$ cat src/rtl/ps2_kbd_rx.sv
// PS/2 keyboard receiver: synchronises the raw PS/2 bus, deserialises and validates
// 11-bit frames, and buffers scan codes in a first-word-fall-through FIFO for MMIO reads.
module ps2_kbd_rx #(
  parameter int KB_WIDTH    = 8,
  parameter int FIFO_DEPTH  = 8,
  parameter int PTR_W       = 3,
  parameter int TIMEOUT_CYC = 2000
) (
  input  logic                clk,
  input  logic                clrn,
  input  logic                ps2_clk,
  input  logic                ps2_data,
  input  logic                sig_rd_kb,
  output logic [KB_WIDTH-1:0] kb_rdata,
  output logic                kb_ready,
  output logic                overflow,
  output logic                frame_err
);

  localparam int TO_W = (TIMEOUT_CYC > 2) ? $clog2(TIMEOUT_CYC) : 1;
  localparam logic [TO_W-1:0]  TO_LAST  = TO_W'(TIMEOUT_CYC - 1);
  localparam logic [TO_W-1:0]  TO_ONE   = TO_W'(1);
  localparam logic [PTR_W:0]   FULL_CNT = (PTR_W + 1)'(FIFO_DEPTH);
  localparam logic [PTR_W:0]   CNT_ONE  = (PTR_W + 1)'(1);
  localparam logic [PTR_W-1:0] PTR_ONE  = PTR_W'(1);

  typedef enum logic [1:0] {
    S_IDLE,
    S_RECV,
    S_CHECK
  } state_t;

  logic [2:0]          ps2c_q;
  logic [1:0]          ps2d_q;
  logic                ps2_fall;
  logic                ps2_bit;

  state_t              state_q;
  logic [3:0]          bitcnt_q;
  logic [9:0]          shift_q;
  logic [TO_W-1:0]     to_q;
  logic                frame_err_q;
  logic                frame_ok;
  logic                push_req;

  logic [KB_WIDTH-1:0] mem_q [FIFO_DEPTH];
  logic [PTR_W-1:0]    wr_q, wr_d;
  logic [PTR_W-1:0]    rd_q, rd_d;
  logic [PTR_W:0]      cnt_q, cnt_d;
  logic                ovf_q, ovf_d;
  logic                pop;
  logic                push;
  logic                full;

  // Synchroniser flops reset to 1 so the idle-high bus never looks like an edge.
  always_ff @(posedge clk) begin
    if (!clrn) begin
      ps2c_q <= '1;
      ps2d_q <= '1;
    end else begin
      ps2c_q <= {ps2c_q[1:0], ps2_clk};
      ps2d_q <= {ps2d_q[0], ps2_data};
    end
  end

  assign ps2_fall = ps2c_q[2] & ~ps2c_q[1];
  assign ps2_bit  = ps2d_q[1];

  // shift_q fills from the top, so after the stop bit: [7:0]=data, [8]=parity, [9]=stop.
  assign frame_ok = shift_q[9] & (^shift_q[8:0]);
  assign push_req = (state_q == S_CHECK) & frame_ok;

  always_ff @(posedge clk) begin
    if (!clrn) begin
      state_q     <= S_IDLE;
      bitcnt_q    <= '0;
      shift_q     <= '0;
      to_q        <= '0;
      frame_err_q <= 1'b0;
    end else begin
      frame_err_q <= 1'b0;
      case (state_q)
        S_IDLE: begin
          to_q <= '0;
          if (ps2_fall && !ps2_bit) begin
            state_q  <= S_RECV;
            bitcnt_q <= 4'd1;
          end
        end
        S_RECV: begin
          if (ps2_fall) begin
            shift_q  <= {ps2_bit, shift_q[9:1]};
            bitcnt_q <= bitcnt_q + 4'd1;
            to_q     <= '0;
            if (bitcnt_q == 4'd10) begin
              state_q <= S_CHECK;
            end
          end else if (to_q == TO_LAST) begin
            frame_err_q <= 1'b1;
            state_q     <= S_IDLE;
            bitcnt_q    <= '0;
            to_q        <= '0;
          end else begin
            to_q <= to_q + TO_ONE;
          end
        end
        S_CHECK: begin
          if (!frame_ok) begin
            frame_err_q <= 1'b1;
          end
          state_q  <= S_IDLE;
          bitcnt_q <= '0;
        end
        default: begin
          state_q  <= S_IDLE;
          bitcnt_q <= '0;
          to_q     <= '0;
        end
      endcase
    end
  end

  // A pop in the same cycle frees the slot, so a push into a full FIFO still lands.
  always_comb begin
    pop   = sig_rd_kb & (cnt_q != '0);
    full  = (cnt_q == FULL_CNT);
    push  = push_req & (~full | pop);
    cnt_d = cnt_q;
    wr_d  = wr_q;
    rd_d  = rd_q;
    ovf_d = ovf_q;
    if (push) begin
      wr_d = wr_q + PTR_ONE;
    end
    if (pop) begin
      rd_d = rd_q + PTR_ONE;
    end
    case ({push, pop})
      2'b10:   cnt_d = cnt_q + CNT_ONE;
      2'b01:   cnt_d = cnt_q - CNT_ONE;
      default: cnt_d = cnt_q;
    endcase
    if (push_req && full && !pop) begin
      ovf_d = 1'b1;
    end
  end

  always_ff @(posedge clk) begin
    if (!clrn) begin
      wr_q  <= '0;
      rd_q  <= '0;
      cnt_q <= '0;
      ovf_q <= 1'b0;
    end else begin
      wr_q  <= wr_d;
      rd_q  <= rd_d;
      cnt_q <= cnt_d;
      ovf_q <= ovf_d;
    end
  end

  always_ff @(posedge clk) begin
    if (clrn && push) begin
      mem_q[wr_q] <= KB_WIDTH'(shift_q[7:0]);
    end
  end

  assign kb_ready  = (cnt_q != '0);
  assign kb_rdata  = kb_ready ? mem_q[rd_q] : '0;
  assign overflow  = ovf_q;
  assign frame_err = frame_err_q;

endmodule

$ cat config.mk
export PLATFORM = sky130hd
export DESIGN_NAME = ps2_kbd_rx
export DESIGN_NICKNAME = d
export VERILOG_FILES = /design/src/rtl/ps2_kbd_rx.sv
export SDC_FILE = /design/constraint.sdc
export NUM_CORES = 1
export LEC_CHECK = 0
export CORE_MARGIN = 2
export CORE_UTILIZATION = 54
export DETAILED_ROUTE_END_ITERATION = 7
export MAX_ROUTING_LAYER = met4
export PLACE_DENSITY = 0.7
export SETUP_SLACK_MARGIN = 0.1
export SYNTH_ARGS = -nofsm -noshare
export SYNTH_HDL_FRONTEND = slang
export SYNTH_SLANG_ARGS = --single-unit
$ cat constraint.sdc
create_clock -name clk -period 2.8 [get_ports clk]
set_input_delay 0.42 -clock clk [delete_from_list [all_inputs] [get_ports clk]]
set_output_delay 0.42 -clock clk [all_outputs]
set_load 0.05 [all_outputs]
# Word-level counts from Yosys, hierarchy flattened
# Memories as Yosys holds them, arrays and structs flattened. A register that Yosys moved wholly into a read port is not among the register bits.
# Cells that the tools add are included.
# classes
n_addsub	6
n_eq_ne	10
muxes	22
n_bitwise	8
reduce_logical	13
# op_table
cell	count
11-bit two-way mux	2
11-bit case mux with 2 select lines	1
4-bit case mux with 2 select lines	2
4-bit two-way mux	3
11-bit by 1-bit adder with 11-bit output, second input constant	1
11-bit equality test, second input constant	1
9-bit parity	1
4-bit by 1-bit adder with 4-bit output, second input constant	2
4-bit equality test, second input constant	2
2-bit two-way mux	4
8-bit two-way mux	1
3-bit by 1-bit adder with 3-bit output, second input constant	2
3-bit two-way mux	2
3-bit != test, second input constant	2
1-bit bitwise AND	5
1-bit two-way mux	5
2-bit by 1-bit equality test with 1-bit output, second input constant	2
2-bit equality test, second input constant	2
1-bit logical AND	4
2-bit case mux with 2 select lines	1
2-bit AND reduction	2
4-bit nonzero test	1
4-bit by 1-bit subtractor with 4-bit output, second input constant	1
3-bit AND reduction	1
other kinds (7)	9
# totals
regBits	44
mem_bits_rw	64
in_bits	5
out_inout_bits	11
memories	1
# mem_list
memory	words	word_bits	read_ports	rd_ports_with_merged_regs	wr	line	text
mem_q	8	8	1	1	1	46	logic [KB_WIDTH-1:0] mem_q [FIFO_DEPTH];

# Depth between registers and ports, before layout
# Gate-level depths: netlist of run 1.
# logic_depth
depth_word	7
depth_mapped	12
ltp_nobuf	11

# Least setup slack after synthesis of run 1
# No wires, ideal clock.
# synth_path
kind	flip-flop to flip-flop
startpoint	reg shift_q[4]
endpoint	mem mem_q[2][0] (enable)
t_arrival_ns	2.386
required_time_ns	2.405
slack_ns	0.019
path_stages_with_launch	6
n_path_buf	0
synth_period_minus_slack_ns	2.781
cell_sequence	dfxtp_1 > xor2_1 > xnor3_2 > mux2i_4 > nand2_1 > nor4_1
# synth_between
elab_chain_len	7
# synth_lines
element	line	text
start, declared	40	logic [9:0] shift_q;
start signal, assigned	92	shift_q <= {ps2_bit, shift_q[9:1]};
9-bit parity	70	assign frame_ok = shift_q[9] & (^shift_q[8:0]);
1-bit bitwise AND	70	
1-bit bitwise AND	71	assign push_req = (state_q == S_CHECK) & frame_ok;
1-bit bitwise AND	127	push = push_req & (~full | pop);
1-bit logical AND	163	if (clrn && push) begin
1-bit two-way mux	163	
1-bit two-way mux (implied by the code)	164	mem_q[wr_q] <= KB_WIDTH'(shift_q[7:0]);
end, declared	46	
# No other way between the ends.

==> results.toml, run 1 <==
[status]
run_status = "finished, final reports clean"

[cts]
h-tree-depth = 3
cts_buffers = 9
clkSlewWorstSetupHoldPaths_ns = 0.10
clkLatencyLatePin_ns = 0.37
cts_tree = "yes"
cts_hold_buf = 0
cts_sinks = 111
ctsLongestPathBuffers = 2
clock-root-buffer = "sky130_fd_sc_hd__clkbuf_8"

[timing]
report.final.slew_viol_count = 0
timing.final.setup_violations = 0
finalWorstPathRequiredPeriod_ns = 2.43
fmax_mhz = 411
setup_tns_ns = 0
worst_margin_pin_slew_ns = 0.575
final_hold_viol_count = 0
tcrit_tclk_final = 0.868
rsz0062_at_grt = "no"
holdWs_ns = 0.422
maxSlewHeadroom = 0.615
worst_clock_skew_ns = 0.0137

[yosys]
post_synth_num_cell_types = 43
synth_top_area_frac = 0.413
syn-num-nets = 370
synthesized_flop_and_latch_total = 111
yosysMostFrequentCell = "sky130_fd_sc_hd__edfxtp_1"
synth_commonest_cells = "sky130_fd_sc_hd__edfxtp_1 (64), sky130_fd_sc_hd__dfxtp_1 (47), sky130_fd_sc_hd__nand2_1 (39), sky130_fd_sc_hd__nor2_1 (32), sky130_fd_sc_hd__a21oi_1 (19)"
synth.yosys.warnings = 0
synth_flop_cell = "sky130_fd_sc_hd__edfxtp_1"
netlist_area_um2 = 4660
synth_top_cell_by_area = "sky130_fd_sc_hd__edfxtp_1"
synth.yosys.seq_area_share = 0.615
synth_area_leaders = "sky130_fd_sc_hd__edfxtp_1 (41%), sky130_fd_sc_hd__dfxtp_1 (20%), sky130_fd_sc_hd__mux4_2 (7.7%)"
synth-edff-count = 64
syn-mean-instance-area_um2 = 13.1
async_flop_share = 0
netlist_instances = 356

[finish]
num-nets-final = 401
final_cells = 497
post_route_cells_drive_above_1_share = 0.176
fillerInstances = 661
flow.area_growth_from_synthesis_pct = 11.6
antenna_cells_inserted = 0
register_cell_area_after_layout_um2 = 2860
multiInputGateArea_um2 = 1700

[route]
drt_first_iter_violations = 138
dr_pass1_iterations = 4
avgViaCountPerCell = 5.55
num_vias = 2758
routed_wl_mm = 8.15
wire_per_inst_um = 16.4
final_antenna_net_count = 0
drc_violation_count_after_routing = 0

[floorplan]
floorplan.io_pins = 16
fp.dieArea_um2 = 9380
core-area_um2 = 8300
die_width_um = 96.9
num_rows = 33
floorplan.initialDensity = 0.561
die_h_um = 96.9

[critical_path]
end_kind = "output port"
worst-endpoint-required_ns = 2.38
reg2reg_setup_slack_ns = 0.37
cp_slowest_stage_delay_ns = 0.54
arrival_ns = 2.01
slowest_stage = "sky130_fd_sc_hd__mux4_2"
r2r_end = "cnt_q[2]"
r2r_cells = 10
r2r_start = "shift_q[0]"
crit_path_cell_trace = "buf_4 -> mux4_2 -> mux2i_1 -> nor2_1 -> buf_4"
timing.critical_path.fanout_max = 16
cell_type_with_the_highest_occurrence_count_on_the_critical_path = "sky130_fd_sc_hd__buf_4"
setup.worst_path.class = "reg2out"
startpoint_kind_of_the_worst_setup_timing_path = "flip-flop"

[grt]
antenna_found_initial = 0
overflow = 0
grt_first_pass_wirelength_mm = 13.4
number_of_global_route_vias_before_repair = 2706
pin_count_of_the_biggest_net_entering_global_routing = 24
track_usage = 0.189

[power]
seq_power_share = 0.574
p_sw_w = 0.000819
cellPowerDensity_nw_per_um2 = 587
combinationalPowerShare = 0.143
power.leakage_nw = 1.81
internal-power_w = 0.00223
power.switching_fraction = 0.268
vdd.ir_drop.worst_mv = 0.261
clockPowerShare = 0.282

[placed_design]
place_hpwl_mm = 5.43
dp.cells = 481
place.gp.congestion = 0.826
placement.io_buffers = 15

[worst_hold_path]
timing.hold.worst.start = "ps2c_q[0]"
holdCritPathClass = "reg2reg"
whs_path_depth = 1
min_to = "ps2c_q[1]"

[flow_run]
timing.max_cap.violations = 0
[cell usage in the layout (no fill, tap or decap), types with 2 or more instances in the layout]
| master | count |
|---|---|
| sky130_fd_sc_hd__mux2i_1 | 18 |
| sky130_fd_sc_hd__nor2_1 | 32 |
| sky130_fd_sc_hd__xor2_1 | 6 |
| sky130_fd_sc_hd__a21oi_1 | 19 |
| sky130_fd_sc_hd__clkinvlp_4 | 2 |
| sky130_fd_sc_hd__edfxtp_1 | 64 |
| sky130_fd_sc_hd__xnor2_1 | 11 |
| sky130_fd_sc_hd__nand2b_1 | 9 |
| sky130_fd_sc_hd__o21ai_0 | 6 |
| sky130_fd_sc_hd__or3_1 | 3 |
| sky130_fd_sc_hd__clkdlybuf4s50_1 | 7 |
| sky130_fd_sc_hd__or4_1 | 2 |
| sky130_fd_sc_hd__mux4_2 | 16 |
| sky130_fd_sc_hd__nor3_1 | 6 |
| sky130_fd_sc_hd__nand3b_1 | 5 |
| sky130_fd_sc_hd__inv_1 | 8 |
| sky130_fd_sc_hd__clkbuf_8 | 9 |
| sky130_fd_sc_hd__ha_1 | 9 |
| sky130_fd_sc_hd__buf_4 | 30 |
| sky130_fd_sc_hd__dfxtp_1 | 46 |
| sky130_fd_sc_hd__nand2_1 | 39 |
| sky130_fd_sc_hd__nand3_1 | 12 |
| sky130_fd_sc_hd__and3_1 | 4 |
| sky130_fd_sc_hd__and4b_1 | 2 |
[metrics by stage]
stage / utilization / cell area, um^2 / setup slack [ns] / power [W]
2_1_floorplan: - / 4660 / 0.232 / 0.00211
3_3_place_gp: 0.605 / 5020 / 0.347 / 0.00222
3_5_place_dp: 0.605 / 5020 / 0.257 / 0.00223
4_1_cts: 0.626 / 5200 / 0.246 / 0.00308
5_1_grt: 0.626 / 5200 / 0.182 / 0.00318
6_report: 0.626 / 5200 / 0.369 / 0.00305
[cell families after synthesis]
group / count (synthesis) / synth area share
buffers and inverters: 25 / 0.0204
and+or+nand+nor: 126 / 0.136
adders and majority gates: 9 / 0.0242
AOI/OAI and AO/OA: 30 / 0.0384
muxes: 36 / 0.124
DFF: 111 / 0.615
xor gates and xnor gates: 19 / 0.0419
[cell type report]
cell class / count / area share
multi-input cells: 220 / 0.328
inverters: 8 / 0.00578
clock buffers: 10 / 0.0246
clock inverters: 6 / 0.00867
flip-flops and latches: 111 / 0.551
repair buffers: 37 / 0.0568
well taps: 105 / 0.0253
[worst max-delay path by stage]
stage / depth (start not counted) / endpoint
finish: 5 / kb_rdata[0]
global route: 10 / cnt_q[2]
CTS: 10 / cnt_q[2]
detailed placement: 10 / cnt_q[2]
global placement: 10 / cnt_q[2]
floorplan: 5 / mem_q[6][0]
[sequential cells by signal, summed over array words and instances (netlist names), named ones only]
signal / cells
ps2d_q: 2
overflow: 1
cnt_q: 4
shift_q: 10
mem_q: 64
rd_q: 3
state_q: 2
to_q: 11
wr_q: 3
ps2c_q: 3
bitcnt_q: 4
frame_err: 1
[worst max-delay path: cells and delay by family (launching register included)]
family / cells / cell delay, ns
buf+inv: 2 / 0.50
flops: 1 / 0.32
mux: 2 / 0.75
simple gates: 1 / 0.07
[power groups by stage]
| stage | clock network (W) | logic, W | registers (W) |
|---|---|---|---|
| after floorplan | 0 | 0.000341 | 0.00177 |
| final | 0.000861 | 0.000437 | 0.00175 |
| after global placement | 0 | 0.000434 | 0.00179 |
| after global routing | 0.000953 | 0.000475 | 0.00175 |
| after CTS | 0.000885 | 0.000444 | 0.00175 |
| after detailed placement | 0 | 0.000444 | 0.00179 |
[routing by layer]
| layer | part of all wire | vias to the layer above | track usage |
|---|---|---|---|
| li1 | - | 1348 | - |
| met1 | 0.45 | 1345 | 0.240 |
| met2 | 0.49 | 47 | 0.306 |
| met3 | 0.034 | 18 | 0.0275 |
| met4 | 0.021 | 0 | 0.0802 |
| met5 | 0 | - | - |
[timing repair]
item	in CTS	in global routing
resized for setup	0	1
buffers inserted	0	0
endpoints found under the setup margin	0	1
Power figures use the tool's default switching activity.
==> run 2: changes to the inputs <==
--- a/config.mk
+++ b/config.mk
@@ -7,7 +7,9 @@
 export LEC_CHECK = 0
 export CORE_MARGIN = 2
 export CORE_UTILIZATION = 54
+export CTS_CLUSTER_SIZE = 25
 export DETAILED_ROUTE_END_ITERATION = 7
+export HOLD_SLACK_MARGIN = 0.1
 export MAX_ROUTING_LAYER = met4
 export PLACE_DENSITY = 0.7
 export SETUP_SLACK_MARGIN = 0.1
==> results of run 2 <==
The final DEF is identical to that of run 1; final timing and power are the same.
